==> config.mk <==
export PLATFORM = sky130hd
export DESIGN_NAME = coin_accum_flat
export DESIGN_NICKNAME = d
export VERILOG_FILES = /design/src/rtl/coin_accum_if.sv /design/src/rtl/coin_accum.sv /design/src/flat_wrapper.sv
export SDC_FILE = /design/constraint.sdc
export NUM_CORES = 1
export LEC_CHECK = 0
export ABC_AREA = 1
export ABC_CLOCK_PERIOD_IN_PS = 5700
export CAP_MARGIN = 15
export CORE_MARGIN = 1
export CORE_UTILIZATION = 56
export CTS_CLUSTER_SIZE = 28
export DETAILED_ROUTE_END_ITERATION = 10
export PLACE_DENSITY = 0.92
export SETUP_SLACK_MARGIN = 0.5
export SLEW_MARGIN = 25
export SYNTH_ARGS = -nofsm -noshare
export SYNTH_HDL_FRONTEND = slang
export SYNTH_SLANG_ARGS = --single-unit
==> constraint.sdc <==
create_clock -name clk -period 5.7 [get_ports clk]
set_input_delay 1.14 -clock clk [delete_from_list [all_inputs] [get_ports clk]]
set_output_delay 1.14 -clock clk [all_outputs]
set_load 0.05 [all_outputs]
==> src/rtl/coin_accum_if.sv <==
// coin_accum_if: groups the coin accumulator's data/handshake signals.
//   coin_in    raw coin pulses, one per channel (async to clk)
//   clr        clear counts/balance/ovf after a sale
//   spend_req  debit request, spend_amt sampled with it
//   spend_ack  one-cycle ack, spend_ok = debit granted
//   counts     per-channel coin counts, total = balance
//   reject     per-channel drop pulse, ovf = sticky saturation, beep gate
// master drives the inputs (dispatch controller / bench), slave is coin_accum.
interface coin_accum_if #(
  parameter int N_CH  = 5,
  parameter int CNT_W = 4,
  parameter int TOT_W = 10
);
  logic [N_CH-1:0]            coin_in;
  logic                       clr;
  logic                       spend_req;
  logic [TOT_W-1:0]           spend_amt;
  logic                       spend_ack;
  logic                       spend_ok;
  logic [N_CH-1:0][CNT_W-1:0] counts;
  logic [TOT_W-1:0]           total;
  logic [N_CH-1:0]            reject;
  logic                       ovf;
  logic                       beep;

  modport master (
    output coin_in, clr, spend_req, spend_amt,
    input  spend_ack, spend_ok, counts, total, reject, ovf, beep
  );

  modport slave (
    input  coin_in, clr, spend_req, spend_amt,
    output spend_ack, spend_ok, counts, total, reject, ovf, beep
  );
endinterface

==> src/rtl/coin_accum.sv <==
// coin_accum: per-channel coin synchroniser/counter plus running balance
// with debit grant and retriggerable beep gate.
//   clk, rst  clock and synchronous active-high reset
//   bus       coin_accum_if.slave (see interface header for signals)

// One coin channel: 2-flop synchroniser, edge flop, saturating counter.
module coin_accum_lane #(
  parameter int CNT_W = 4
) (
  input  logic             clk,
  input  logic             rst,
  input  logic             coin,
  input  logic             clr,
  output logic             acc,   // coin accepted this cycle
  output logic [CNT_W-1:0] cnt,
  output logic             rej
);
  logic s1, s2, s3;
  logic rise, sat;

  always_ff @(posedge clk) begin
    if (rst) begin
      s1 <= 1'b0;
      s2 <= 1'b0;
      s3 <= 1'b0;
    end else begin
      // keeps running through clr so the edge state stays consistent
      s1 <= coin;
      s2 <= s1;
      s3 <= s2;
    end
  end

  assign rise = s2 & ~s3;
  assign sat  = &cnt;
  assign acc  = rise & ~sat & ~clr;

  always_ff @(posedge clk) begin
    if (rst) begin
      cnt <= '0;
      rej <= 1'b0;
    end else begin
      rej <= rise & sat & ~clr;
      if (clr)      cnt <= '0;
      else if (acc) cnt <= cnt + CNT_W'(1);
    end
  end
endmodule

module coin_accum #(
  parameter int                 N_CH        = 5,
  parameter int                 CNT_W       = 4,
  parameter int                 TOT_W       = 10,
  parameter logic [N_CH*8-1:0]  DENOMS      = {8'd100, 8'd50, 8'd10, 8'd5, 8'd1},
  parameter int                 BEEP_CYCLES = 50000
) (
  input  logic        clk,
  input  logic        rst,
  coin_accum_if.slave bus
);
  localparam int SUM_W = TOT_W + 3;
  localparam int BW    = $clog2(BEEP_CYCLES + 1);
  localparam logic [TOT_W-1:0] TOT_MAX = {TOT_W{1'b1}};

  logic [N_CH-1:0]            acc;
  logic [N_CH-1:0][CNT_W-1:0] cnt_q;
  logic [N_CH-1:0]            rej_q;

  genvar g;
  generate
    for (g = 0; g < N_CH; g++) begin : g_lane
      coin_accum_lane #(.CNT_W(CNT_W)) u_lane (
        .clk  (clk),
        .rst  (rst),
        .coin (bus.coin_in[g]),
        .clr  (bus.clr),
        .acc  (acc[g]),
        .cnt  (cnt_q[g]),
        .rej  (rej_q[g])
      );
    end
  endgenerate

  // sum of every denomination accepted this cycle
  logic [SUM_W-1:0] coin_sum;
  always_comb begin
    coin_sum = '0;
    for (int i = 0; i < N_CH; i++)
      if (acc[i]) coin_sum = coin_sum + SUM_W'(DENOMS[8*i +: 8]);
  end

  logic [TOT_W-1:0] total_q;
  logic             ovf_q;
  logic             ok_c, sat_c;
  logic [SUM_W-1:0] bal_nxt;

  // debit checked against the registered balance only; same-cycle coins
  // are added afterwards. ok implies amt <= total, so no underflow.
  assign ok_c    = bus.spend_req & ~bus.clr & (bus.spend_amt <= total_q);
  assign bal_nxt = SUM_W'(total_q) - (ok_c ? SUM_W'(bus.spend_amt) : '0) + coin_sum;
  assign sat_c   = |bal_nxt[SUM_W-1:TOT_W];

  logic [1:0] vld_pipe;   // spend request -> ack
  logic       ok_q;
  assign vld_pipe[0] = bus.spend_req;

  always_ff @(posedge clk) begin
    if (rst) begin
      total_q     <= '0;
      ovf_q       <= 1'b0;
      vld_pipe[1] <= 1'b0;
      ok_q        <= 1'b0;
    end else begin
      vld_pipe[1] <= vld_pipe[0];
      ok_q        <= ok_c;
      if (bus.clr) begin
        total_q <= '0;
        ovf_q   <= 1'b0;
      end else begin
        total_q <= sat_c ? TOT_MAX : bal_nxt[TOT_W-1:0];
        if (sat_c) ovf_q <= 1'b1;
      end
    end
  end

  // retriggerable beep: reload on every accepted coin
  logic [BW-1:0] beep_cnt;
  always_ff @(posedge clk) begin
    if (rst)                 beep_cnt <= '0;
    else if (|acc)           beep_cnt <= BW'(BEEP_CYCLES);
    else if (beep_cnt != '0) beep_cnt <= beep_cnt - BW'(1);
  end

  assign bus.counts    = cnt_q;
  assign bus.reject    = rej_q;
  assign bus.total     = total_q;
  assign bus.ovf       = ovf_q;
  assign bus.spend_ack = vld_pipe[1];
  assign bus.spend_ok  = ok_q;
  assign bus.beep      = (beep_cnt != '0);
endmodule
==> src/flat_wrapper.sv <==
// flat-port wrapper written by rule: the top's interface ports become plain ports
module coin_accum_flat 
#(
  parameter int                 N_CH        = 5,
  parameter int                 CNT_W       = 4,
  parameter int                 TOT_W       = 10,
  parameter logic [N_CH*8-1:0]  DENOMS      = {8'd100, 8'd50, 8'd10, 8'd5, 8'd1},
  parameter int                 BEEP_CYCLES = 50000
)
  (clk, rst, bus_coin_in, bus_clr, bus_spend_req, bus_spend_amt, bus_spend_ack, bus_spend_ok, bus_counts, bus_total, bus_reject, bus_ovf, bus_beep);
  coin_accum_if #(.N_CH(N_CH), .CNT_W(CNT_W), .TOT_W(TOT_W)) bus_i ();
  input  logic clk;
  input  logic rst;
  input wire logic [$bits(bus_i.coin_in)-1:0] bus_coin_in;
  input wire logic [$bits(bus_i.clr)-1:0] bus_clr;
  input wire logic [$bits(bus_i.spend_req)-1:0] bus_spend_req;
  input wire logic [$bits(bus_i.spend_amt)-1:0] bus_spend_amt;
  output wire logic [$bits(bus_i.spend_ack)-1:0] bus_spend_ack;
  output wire logic [$bits(bus_i.spend_ok)-1:0] bus_spend_ok;
  output wire logic [$bits(bus_i.counts)-1:0] bus_counts;
  output wire logic [$bits(bus_i.total)-1:0] bus_total;
  output wire logic [$bits(bus_i.reject)-1:0] bus_reject;
  output wire logic [$bits(bus_i.ovf)-1:0] bus_ovf;
  output wire logic [$bits(bus_i.beep)-1:0] bus_beep;
  assign bus_i.coin_in = bus_coin_in;
  assign bus_i.clr = bus_clr;
  assign bus_i.spend_req = bus_spend_req;
  assign bus_i.spend_amt = bus_spend_amt;
  assign bus_spend_ack = bus_i.spend_ack;
  assign bus_spend_ok = bus_i.spend_ok;
  assign bus_counts = bus_i.counts;
  assign bus_total = bus_i.total;
  assign bus_reject = bus_i.reject;
  assign bus_ovf = bus_i.ovf;
  assign bus_beep = bus_i.beep;
  coin_accum #(.N_CH(N_CH), .CNT_W(CNT_W), .TOT_W(TOT_W), .DENOMS(DENOMS), .BEEP_CYCLES(BEEP_CYCLES)) u_core (.clk(clk), .rst(rst), .bus(bus_i));
endmodule
Yosys cells after proc, flatten, opt, wreduce, memory -nomap -nowiden
Index checks and enable logic that the tools add are counted.

storage, ports and cells
  bits in registers = 69
  bits of input ports = 19
  word-level logic and storage cells = 102

cells by class
  add/subtract/negate cells = 12
  order comparisons = 1
  muxes and demuxes = 9
  bitwise logic cells = 38
  reduce and logical (&&, ||, !) cells = 11

operators with widths
  kind                                                                   number
  13-bit two-way mux                                                     4
  16-bit two-way mux                                                     2
  1-bit bitwise AND                                                      27
  4-bit by 1-bit adder with 4-bit output (second input constant)         5
  10-bit two-way mux                                                     2
  4-bit AND reduction                                                    5
  16-bit nonzero test                                                    1
  16-bit by 1-bit subtractor with 16-bit output (second input constant)  1
  13-bit adder                                                           1
  13-bit by 4-bit adder with 13-bit output (second input constant)       1
  13-bit by 6-bit adder with 13-bit output (second input constant)       1
  13-bit by 7-bit adder with 13-bit output (second input constant)       1
  10-bit by 13-bit subtractor with 13-bit output                         1
  1-bit NOT                                                              11
  10-bit less-or-equal comparator                                        1
  6-bit OR reduction                                                     1
  5-bit OR reduction                                                     1
  1-bit by 3-bit adder with 4-bit output (second input constant)         1
  3-bit OR reduction                                                     1
  2-bit nonzero test                                                     1
  2-bit OR reduction                                                     1
  1-bit two-way mux                                                      1

Depth between registers and ports, before layout
  word-level depth = 16
  gate-level depth with buffers = 31
  gate-level depth less buffers = 31

Modules after synthesis
Synthesis repeated with hierarchy kept, for this count alone.

unflattened totals
  cell total of the unflattened synthesis = 664
  area total of the unflattened synthesis = 4610.7 µm²

by module, submodules not included
  module           times used  cells each  area an instance (µm²)
  coin_accum       1           404         2733.9
  coin_accum_lane  5           52          375.4

Worst setup path after synthesis
No wires, ideal clock.

  path kind = input-to-reg
  from = in bus_clr
  to = reg u_core.total_q[7], in the netlist u_core.bus.total[7]
  setup time = 0.128 ns
  arrival time = 4.650 ns
  data required time = 5.572 ns
  path slack = 0.922 ns
  cell stages on the path = 25
  buffers on the path = 0
  cell sequence = inv_4 -> nand3_2 -> inv_1 -> ha_1 -> inv_1 -> xor2_1 -> ha_1 -> ha_1 -> nand2_1 -> nand2_1 -> ha_1 -> o21ai_0 -> fa_1 -> inv_1 -> ha_1 -> a21oi_1 -> nand2_1 -> nand2_1 -> nand2_1 -> nand2_1 -> nand2_1 -> nand2_2 -> nand3_2 -> nor2_1 -> nor2_1

RTL lines
  element                                   RTL line            source
  start: declaration                        flat_wrapper.sv:15  input wire logic [$bits(bus_i.clr)-1:0] bus_clr;
  1-bit NOT *                               coin_accum.sv:36    assign acc = rise & ~sat & ~clr;
  1-bit bitwise AND *                       coin_accum.sv:36
  net u_core.g_lane[1].u_lane.acc           coin_accum.sv:14    output logic acc,
  13-bit two-way mux *                      coin_accum.sv:89    if (acc[i]) coin_sum = coin_sum + SUM_W'(DENOMS[8*i +: 8]);
  13-bit by 4-bit adder with 13-bit output  coin_accum.sv:89
  13-bit two-way mux *                      coin_accum.sv:89
  13-bit by 6-bit adder with 13-bit output  coin_accum.sv:89
  13-bit two-way mux *                      coin_accum.sv:89
  13-bit by 7-bit adder with 13-bit output  coin_accum.sv:89
  13-bit two-way mux *                      coin_accum.sv:89
  13-bit adder *                            coin_accum.sv:100   assign bal_nxt = SUM_W'(total_q) - (ok_c ? SUM_W'(bus.spend_amt) : '0) + coin_sum;
  3-bit OR reduction                        coin_accum.sv:101   assign sat_c = |bal_nxt[SUM_W-1:TOT_W];
  10-bit two-way mux *                      coin_accum.sv:120   total_q <= sat_c ? TOT_MAX : bal_nxt[TOT_W-1:0];
  end signal: assignment                    coin_accum.sv:120
  end: declaration                          coin_accum.sv:92    logic [TOT_W-1:0] total_q;

The timed path passes the listed nets; every way through them passes the cells marked *.
A chain may end at the register's enable or synchronous reset.

Worst setup path after layout
  from = in bus_clr
  to = reg u_core.total_q[9], in the netlist u_core.bus.total[9]

between the ends
  longest elaborated chain between the ends = 14

ends and longest elaborated chain
  element                                   RTL line
  1-bit NOT                                 coin_accum.sv:36, coin_accum.sv:99
  1-bit bitwise AND                         coin_accum.sv:36
  1-bit two-way mux                         coin_accum.sv:89
  1-bit by 3-bit adder with 4-bit output    coin_accum.sv:89
  13-bit two-way mux                        coin_accum.sv:89
  13-bit by 4-bit adder with 13-bit output  coin_accum.sv:89
  13-bit two-way mux                        coin_accum.sv:89
  13-bit by 6-bit adder with 13-bit output  coin_accum.sv:89
  13-bit two-way mux                        coin_accum.sv:89
  13-bit by 7-bit adder with 13-bit output  coin_accum.sv:89
  13-bit two-way mux                        coin_accum.sv:89
  13-bit adder                              coin_accum.sv:100
  3-bit OR reduction                        coin_accum.sv:101
  10-bit two-way mux                        coin_accum.sv:120

Parallel ways exist; a longest one is shown, timed or not.

==> qor.csv <==
stage;metric;value;unit
cts;clk_pin_slew_worst_paths;80;ps
pwr;finalPower;1.89;mW
layout;drive_gt1_share;9.34;%
timing;max_freq;198;MHz
drt;via_per_inst;5.47;
setup_path;slowest_delay;450;ps
setup_path;cp-end-kind;flip-flop;
timing;setup_viol;0;
cts;htree_levels;3;
setup_path;worst_path_max_delay_cell;fa_1;
timing;maxSlewHeadroom;37.7;%
global_routing;grt_pass1_wl;17200;um
timing;hold-worst-slack;407;ps
drt;avgRoutedWirePerCell;14.0;um
setup_path;path_class;input port to flip-flop;
drt;ant_nets;0;
synthesis;yosys.area.top_type;dfxtp_1;
floorplan;start_util;58.6;%
drt;drc;0;
floorplan;rows;31;
floorplan;die-area;0.00807;mm^2
global_routing;grt_max_degree;26;
cts;cts-root-buf;clkbuf_8;
timing;rsz0062_at_grt;no;
worst_hold_path;holdPathStages;2;
place;gp_congestion;0.907;
synthesis;syn_area;0.00432;mm^2
synthesis;synth.area.top_cells;dfxtp_1 32%, ha_1 11%, nand2_1 8.6%;
cts;clock_sinks;69;
worst_hold_path;hold_path_class;flip-flop to flip-flop;
setup_path;r2r-end;u_core.bus.total[9];
pwr;leakage;2.42;nW
drt;dr.pass1.iters;7;
run;cap_violations;0;
setup_path;cp_max_fo;11;
outcome;status;complete, no violations;
synthesis;synthSimpleGateAreaFrac;31.0;%
place;portBuffers;57;
layout;final_common_cell;nand2_1;
synthesis;synth.distinct_cells;39;
global_routing;antenna_found_initial;0;
setup_path;cp.arrival;5270;ps
floorplan;die_w;89.8;um
layout;final_util;71.3;%
synthesis;synthXorXnorAreaFrac;3.24;%
layout;diodes;0;
pwr;peakVddDrop;0.000191;V
synthesis;muxShareOfSynthArea;0;%
setup_path;crit_buf_inv;4;
global_routing;grt_usage;26.1;%
setup_path;start_kind;input port;
drt;drt_iter0_drc;227;
floorplan;ioPinCount;58;
timing;fin_ws;659;ps
timing;hold_violations;0;
synthesis;syn_inst;587;
synthesis;synth.avg_cell_area;7.36;um^2
synthesis;yosysSeqAreaShare;32.0;%
cts;clock_latency;360;ps
synthesis;synth_top_family_by_area;simple AND/OR/NAND/NOR gates;
drt;vias;4113;
synthesis;synth_fa_ha_area_share;14.9;%
layout;layout.nets;713;
synthesis;synth_top_area_share;32.0;%
setup_path;crit_family;adder cells;
place;dp_worst_setup_slack;-61.2;ps
timing;fin_crit_sh;88.4;%
floorplan;die_h;89.8;um
layout;layout_common_cells;98 x nand2_1, 93 x inv_1, 90 x nor2_1;
synthesis;ys_warn_count;0;
setup_path;regToRegStartpoint;u_core.g_lane[0].u_lane.cnt[0];
setup_path;crit_path_frequent_cell;nand2_1;
worst_hold_path;hold_start;u_core.g_lane[0].u_lane.s1;
synthesis;ys_ff_latch;69;
cts;cts_tree;done;
cts;clock_path_buffers;2;
worst_hold_path;hold_end;u_core.g_lane[0].u_lane.s2;
timing;worstMarginPinSlew;932;ps
setup_path;rrSetupSlack;980;ps
global_routing;grt_pass1_vias;3872;
cts;cts_inserted_buffers;9;
timing;layout_min_cycle_time;5040;ps
synthesis;syn_nets;652;
pwr;p_per_area;359;mW/mm^2
synthesis;synth-compound-area-share;8.22;%
drt;drt-total-wl;10500;um
setup_path;critPathRequiredTime;5930;ps
place;place_hpwl;7600;um
setup_path;worstPathCellList;dlygate4sd2_1 -> inv_4 -> buf_4 -> nand3_2 -> xor2_1 -> ha_1 -> ha_1 -> nand2_1 -> nand2_1 -> ha_1 -> o21ai_1 -> fa_1 -> inv_1 -> ha_1 -> a21oi_1 -> nand2_2 -> nand2_1 -> nand2_1 -> nand2_1 -> nand2_1 -> nand2_4 -> nand3_2 -> nor2_1 -> nor2_1;
global_routing;overflow;0;
setup_path;rr_worst_depth;28;
floorplan;core-area;0.00737;mm^2
timing;slew_violations;0;
timing;skew;10.9;ps
timing;tns;0;ps
layout;layout-area-overhead-vs-synth;21.6;%
[repair_timing]
item | 4_1_cts | 5_1_grt
setup buffers | 0 | 2
hold buffers | 0 | 0
resized for setup | 3 | 8
pin swaps | 0 | 2
setup endpoints to repair | 11 | 11
[power breakdown]
part	leakage (nW)	internal, mW	total (mW)	switching (mW)
Combinational	1.74	0.313	0.840	0.527
Clock	0.117	0.262	0.463	0.201
Sequential	0.565	0.538	0.586	0.0482
Total	2.42	1.11	1.89	0.776
[Yosys cell counts (all sizes together)]
cell type and number:
nand4 16, ha 37, xor2 8, nor2 93
clkbuf 4, clkinv 1, a21boi 1, o21a 3
xnor2 8, nand2 103, a211oi 2, buf 9
nor4 7, and3b 1, a21oi 41, nand3b 6
o21ai 15, dfxtp 69, nand3 42, fa 9
or2 5, nor3 6, inv 99, o21bai 2
[worst max path at each step]
| stage | start | endpoint | cells after the start |
|---|---|---|---|
| final | bus_clr | u_core.bus.total[9] | 24 |
| after global routing | bus_clr | u_core.bus.total[9] | 28 |
| after CTS | bus_clr | u_core.bus.total[9] | 26 |
| after detailed placement | bus_clr | u_core.bus.total[9] | 26 |
| after global placement | bus_clr | u_core.bus.total[8] | 26 |
| after floorplan | bus_clr | u_core.bus.total[7] | 25 |
[per-stage QoR]
step,instances,cell area [um^2]
3_3_place_gp,734,4970
5_1_grt,752,5260
6_report,752,5260
4_1_cts,750,5200
3_5_place_dp,734,4970
2_1_floorplan,587,4320
[per-layer routing]
metal  GRT usage (%)  part of all wire [%]
met2            46.7                    50
met3            5.92                   6.6
met1            30.6                    41
met5               0                     0
met4            8.88                   2.2
[registers in the layout, summed over array words and instances (netlist names)]
signal	count
u_core.bus.spend_ack	1
u_core.g_lane.u_lane.s1	5
u_core.g_lane.u_lane.s2	5
u_core.g_lane.u_lane.s3	5
u_core.bus.total	10
u_core.g_lane.u_lane.cnt	20
u_core.g_lane.u_lane.rej	5
u_core.bus.spend_ok	1
u_core.beep_cnt	16
u_core.bus.ovf	1
[cell families (layout without fill, tap and decap cells)]
group,Yosys count,after routing
simple gates,279,279
buf+inv,113,179
compound gates,64,64
xor+xnor,16,16
flops,69,69
fa+ha+maj,46,46
[tightest hold or removal path: cells and delay by family, from the launching register on]
family	cells	cell delay [ps]
flops	1	300
buf+inv	1	40
simple gates	1	30
[final cells by class]
type | count | area, um^2
inverters | 100 | 383
flip-flops and latches | 69 | 1380
clock buffers | 10 | 138
well taps | 99 | 124
clock inverters | 6 | 95.1
fillers | 549 | 2110
repair buffers | 63 | 614
multi-input cells | 405 | 2520
Power figures use the tool's default switching activity.
